<file path="src/rtl/imem_boot_loader_pkg.sv">
// Shared types and sizing for the instruction-memory boot loader.
// Loader FSM states plus default imem geometry and CPU run budget.
package imem_boot_loader_pkg;

  localparam int IMEM_ADDR_WIDTH = 8;
  localparam int INSTR_WIDTH     = 32;
  localparam int RUN_BUDGET      = 64;

  typedef enum logic [2:0] {
    CLEAR,
    LOAD,
    RELEASE,
    RUN,
    DONE
  } state_t;

endpackage

</file>
<file path="src/rtl/imem_boot_loader_sat_counter.sv">
// Saturating up-counter with enable, synchronous clear and async reset.
// Holds at all-ones instead of wrapping.
module sat_counter #(
  parameter int WIDTH = 32
) (
  input  logic             clk,
  input  logic             rst,
  input  logic             en,
  input  logic             clr,
  output logic [WIDTH-1:0] count
);

  always_ff @(posedge clk or posedge rst) begin
    if (rst) begin
      count <= '0;
    end else if (clr) begin
      count <= '0;
    end else if (en && (count != '1)) begin
      count <= count + WIDTH'(1);
    end
  end

endmodule

</file>
<file path="src/rtl/imem_boot_loader.sv">
// Boot loader: zero-fills imem, streams a program in, then runs the CPU
// for a fixed cycle budget while counting stall and flush events.
module imem_boot_loader
  import imem_boot_loader_pkg::*;
#(
  parameter int ADDR_WIDTH = IMEM_ADDR_WIDTH,
  parameter int DATA_WIDTH = INSTR_WIDTH,
  parameter int MAX_CYCLES = RUN_BUDGET
) (
  input  logic                  clk_i,
  input  logic                  rst_i,
  input  logic                  load_valid_i,
  output logic                  load_ready_o,
  input  logic [DATA_WIDTH-1:0] load_data_i,
  input  logic                  load_last_i,
  output logic                  imem_we_o,
  output logic [ADDR_WIDTH-1:0] imem_addr_o,
  output logic [DATA_WIDTH-1:0] imem_data_o,
  output logic                  cpu_rst_o,
  output logic                  cpu_start_o,
  input  logic                  stall_i,
  input  logic                  flush_i,
  output logic                  done_o,
  output logic [ADDR_WIDTH:0]   words_o,
  output logic [31:0]           cycle_cnt_o,
  output logic [31:0]           stall_cnt_o,
  output logic [31:0]           flush_cnt_o
);

  localparam logic [ADDR_WIDTH-1:0] LAST_ADDR = '1;
  localparam logic [31:0] RUN_END = 32'(MAX_CYCLES - 1);

  state_t state;
  state_t next;
  logic [ADDR_WIDTH-1:0] ptr;
  logic xfer;
  logic run;
  logic clr;

  assign xfer = (state == LOAD) && load_ready_o && load_valid_i;
  assign run  = (state == RUN);
  assign clr  = (state == CLEAR);

  always_ff @(posedge clk_i or posedge rst_i) begin
    if (rst_i) begin
      state <= CLEAR;
    end else begin
      state <= next;
    end
  end

  always_comb begin
    next = state;
    unique case (state)
      CLEAR:   if (ptr == LAST_ADDR) next = LOAD;
      LOAD: begin
        if (xfer && (load_last_i || ptr == LAST_ADDR)) begin
          next = RELEASE;
        end
      end
      RELEASE: next = RUN;
      RUN:     if (cycle_cnt_o >= RUN_END) next = DONE;
      DONE:    next = DONE;
      default: next = CLEAR;
    endcase
  end

  // Control outputs follow the state being entered so they stay registered.
  always_ff @(posedge clk_i or posedge rst_i) begin
    if (rst_i) begin
      ptr          <= '0;
      imem_we_o    <= 1'b0;
      imem_addr_o  <= '0;
      imem_data_o  <= '0;
      words_o      <= '0;
      load_ready_o <= 1'b0;
      cpu_rst_o    <= 1'b1;
      cpu_start_o  <= 1'b0;
      done_o       <= 1'b0;
    end else begin
      load_ready_o <= (next == LOAD);
      cpu_rst_o    <= !((next == RUN) || (next == DONE));
      cpu_start_o  <= (next == RUN);
      done_o       <= (next == DONE);
      imem_we_o    <= 1'b0;
      if (clr) begin
        imem_we_o   <= 1'b1;
        imem_addr_o <= ptr;
        imem_data_o <= '0;
        ptr         <= ptr + ADDR_WIDTH'(1);
      end else if (xfer) begin
        imem_we_o   <= 1'b1;
        imem_addr_o <= ptr;
        imem_data_o <= load_data_i;
        ptr         <= ptr + ADDR_WIDTH'(1);
        words_o     <= words_o + (ADDR_WIDTH + 1)'(1);
      end
    end
  end

  sat_counter #(.WIDTH(32)) u_cycle (
    .clk   (clk_i),
    .rst   (rst_i),
    .en    (run),
    .clr   (clr),
    .count (cycle_cnt_o)
  );

  sat_counter #(.WIDTH(32)) u_stall (
    .clk   (clk_i),
    .rst   (rst_i),
    .en    (run && stall_i),
    .clr   (clr),
    .count (stall_cnt_o)
  );

  sat_counter #(.WIDTH(32)) u_flush (
    .clk   (clk_i),
    .rst   (rst_i),
    .en    (run && flush_i),
    .clr   (clr),
    .count (flush_cnt_o)
  );

endmodule
</file>
<file path="config.mk">
export PLATFORM = sky130hd
export DESIGN_NAME = imem_boot_loader
export DESIGN_NICKNAME = d
export VERILOG_FILES = /design/src/rtl/imem_boot_loader_pkg.sv /design/src/rtl/imem_boot_loader_sat_counter.sv /design/src/rtl/imem_boot_loader.sv
export SDC_FILE = /design/constraint.sdc
export NUM_CORES = 1
export LEC_CHECK = 0
export ABC_AREA = 1
export BUFFER_PORTS_ARGS = -buffer_cell sky130_fd_sc_hd__buf_2
export CAP_MARGIN = 20
export CORE_UTILIZATION = 35
export CTS_CLUSTER_DIAMETER = 80
export DETAILED_ROUTE_END_ITERATION = 6
export GPL_TIMING_DRIVEN = 1
export PLACE_DENSITY = 0.56
export SLEW_MARGIN = 10
export SYNTH_ARGS = -nofsm -noshare
export SYNTH_HDL_FRONTEND = slang
export SYNTH_SLANG_ARGS = --single-unit
export TNS_END_PERCENT = 5
</file>
<file path="constraint.sdc">
create_clock -name clk_i -period 7.2 [get_ports clk_i]
set_input_delay 1.8 -clock clk_i [delete_from_list [all_inputs] [get_ports clk_i]]
set_output_delay 1.8 -clock clk_i [all_outputs]
set_load 0.05 [all_outputs]
</file>
==> impl_metrics.yaml <==
cts:
  cts-htree-levels: 4
  clk_latency_ps: 430
  tritoncts: "done"
  clock_sinks: 161
  ctsHoldBuffers: 0
  clk_pin_slew_worst_paths_ps: 70
  cts.root.buffer_cell: "clkbuf_16"
  post_cts_buffers: 0
  clock_path_buffers: 2
  cts_made_buffers: 17
  cts_resized: 0
setup_path:
  arrival_ps: 1260
  endpoint_kind: "output pin"
  crit_required_ps: 5400
  crit_path_cell_trace: "buf_2"
  critPathKind: "flip-flop to output pin"
  cp_slowest_cell: "dfrtp_1"
  path_delay_family: "flip-flops"
  worstPathMaxFanout: 8
  crit_buf_inv: 1
  worstReg2RegStart: "state[0]"
  critPathLaunch: "u_cycle.count[28]"
  crit_path_max_incr_delay_ps: 510
  startpoint_type: "flip-flop"
synth:
  synth.area.top_cells: "dfrtp_1, nand2_1, nor2_1"
  synth_nets: 1392
  synth_top_area_frac: 0.4328
  ys_ff_latch: 161
  ys_warn_count: 0
  syn_inst: 1349
  synth_top_area_cell: "dfrtp_1"
  yosysSeqAreaShare: 0.4356
  synth_cell_types: 27
  syn_area_per_cell_um2: 6.858
  synthesis.area_um2: 9251
routing:
  totalWireLength_um: 26480
  drc: 0
  ant_nets: 0
  drt-initial-drc-count: 600
  wl_per_cell_um: 14.14
  via_per_inst: 4.789
  first_pass_iters: 7
  vias: 8970
finish:
  drive_gt1_frac: 0.1736
  syn2layout_area_growth_pct: 20.03
  fin_nets: 1568
  antenna_cells: 0
  regArea_um2: 4030
  fill_cells: 2816
  multi_input_area_um2: 4666
timing:
  fmax_mhz: 326.7
  rsz0062_at_grt: "no"
  setup_violations: 0
  fin_skew_ps: 16.73
  worst_pin_slew_ps: 957.4
  relSlewSlack: 0.3617
  hold_viol: 0
  fin_crit_sh: 0.4252
  slew_violations: 0
  setup_ws_ps: 4139
  finalSetupTns_ps: 0
  post-route-min-period_ps: 3061
grt:
  grtUsageTotal: 0.1970
  antenna_found_initial: 0
  grt_overflow: 0
  grt_max_degree: 101
  grt_pass1_wl_um: 42440
  grt_pass1_vias: 8231
worst_hold_path:
  hold_class: "flip-flop to flip-flop"
  hp-start: "imem_data_o[8]"
job:
  cap_violations: 0
pwr:
  powerDensity_nw_per_um2: 191.2
  leakage_nw: 5.903
  irDropWorstVdd_mv: 0.1619
die:
  core_area_um2: 25980
  die_w_um: 164.6
  initial_utilization: 0.3560
  io_pins: 188
  rows: 59
  dieArea_um2: 27090
  die_h_um: 164.6
outcome:
  status: "finished, final reports clean"
placed_design:
  gp_congestion: 0.8994
  dp_hpwl_um: 18870
  io_buffers: 187
  pre_cts_slack_ps: 3663
==> cell usage after synthesis <==
cell and number:
a21oi_1 4, o21ai_0 14, xnor2_1 13, dfrtp_1 160, buf_1 4, nor2_2 5, buf_2 3, inv_2 7
nand4_1 69, nand3_1 103, xor2_1 27, nand2_2 5, nand3b_1 1, buf_4 6, a21o_1 1, inv_1 96
or2_2 9, dfstp_2 1, o21bai_1 2, mux2_2 7, nand2_1 585, ha_1 5, a21oi_2 3, buf_6 2
nor2_4 3, nor2_1 193, clkbuf_1 21
==> report_power, final <==
part | leakage, nW | switching (W) | internal, W
logic | 3.44 | 0.000168 | 0.0000581
clock network | 0.297 | 0.000458 | 0.000474
registers | 2.17 | 0.0000383 | 0.000927
==> state kept, by name, indices dropped and copies added (netlist names) <==
name and count:
cpu_start_o 1, ptr 8, u_cycle.count 32, words_o 9
done_o 1, imem_addr_o 8, state 3, cpu_rst_o 1
imem_we_o 1, u_stall.count 32, load_ready_o 1, u_flush.count 32
imem_data_o 32
==> worst min-delay path, cell delays in order (launching register included) <==
cell,delay (ps)
dfrtp_1,340
nand3_1,70
nand2_1,60
==> logic make-up (layout without fill, tap and decap cells) <==
| logic type | after synthesis | after routing | share of synthesized area |
|---|---|---|---|
| simple gates | 973 | 973 | 0.4354 |
| flops | 161 | 161 | 0.4356 |
| buf+inv | 139 | 328 | 0.06086 |
| xor+xnor | 40 | 40 | 0.03787 |
| compound gates | 24 | 24 | 0.01501 |
| mux | 7 | 7 | 0.008521 |
| fa+ha+maj | 5 | 5 | 0.006762 |
==> layout make-up <==
type | count | share of cell area
Multi-Input combinational cell | 1049 | 0.4202
Clock inverter | 15 | 0.01656
Tap cell | 335 | 0.03775
Clock buffer | 17 | 0.03831
Sequential cell | 161 | 0.3629
Timing Repair Buffer | 193 | 0.08901
Inverter | 103 | 0.03527
==> final timing paths <==
path	endpoint	slack (ps)	cells past startpoint
max in group asynchronous	imem_data_o[23]	4220	3
worst min-delay path	imem_data_o[8]	490	2
min in group asynchronous	imem_data_o[3]	1560	2
worst max register to register	u_cycle.count[18]	4460	7
worst min register to register	imem_data_o[8]	490	2
worst max-delay path	cycle_cnt_o[28]	4140	1
==> metal layers <==
metal	track usage	wire length, um	part of all wire	vias to the layer above
met5	0	0	0	-
met3	0.02988	860	0.032	23
met4	0.05171	293	0.011	0
met2	0.3224	12490	0.47	176
li1	-	-	-	4598
met1	0.2701	12830	0.48	4173
==> cells in the final DEF (no fill, tap or decap), drive strengths merged, types with 2 or more instances in the layout <==
| master | instances |
|---|---|
| clkinv | 8 |
| o21ai | 14 |
| dfrtp | 160 |
| inv | 110 |
| clkbuf | 17 |
| a21oi | 7 |
| buf | 193 |
| xnor2 | 13 |
| nand2 | 590 |
| or2 | 9 |
| mux2 | 7 |
| nand3 | 103 |
| o21bai | 2 |
| nand4 | 69 |
| ha | 5 |
| xor2 | 27 |
| nor2 | 201 |
==> through the flow <==
step | instances | hold WS [ps] | util | total power, W | area [um^2]
after global placement | 1840 | 477.6 | 0.4033 | 0.001209 | 10480
after global routing | 1873 | 523.1 | 0.4273 | 0.002206 | 11100
after detailed placement | 1841 | 480.8 | 0.4039 | 0.001211 | 10500
final | 1873 | 494.4 | 0.4273 | 0.002123 | 11100
after floorplan | 1349 | 481.5 | - | 0.001147 | 9251
after CTS | 1873 | 497.5 | 0.4273 | 0.002152 | 11100
No activity file was read; power rests on OpenSTA's default activity.
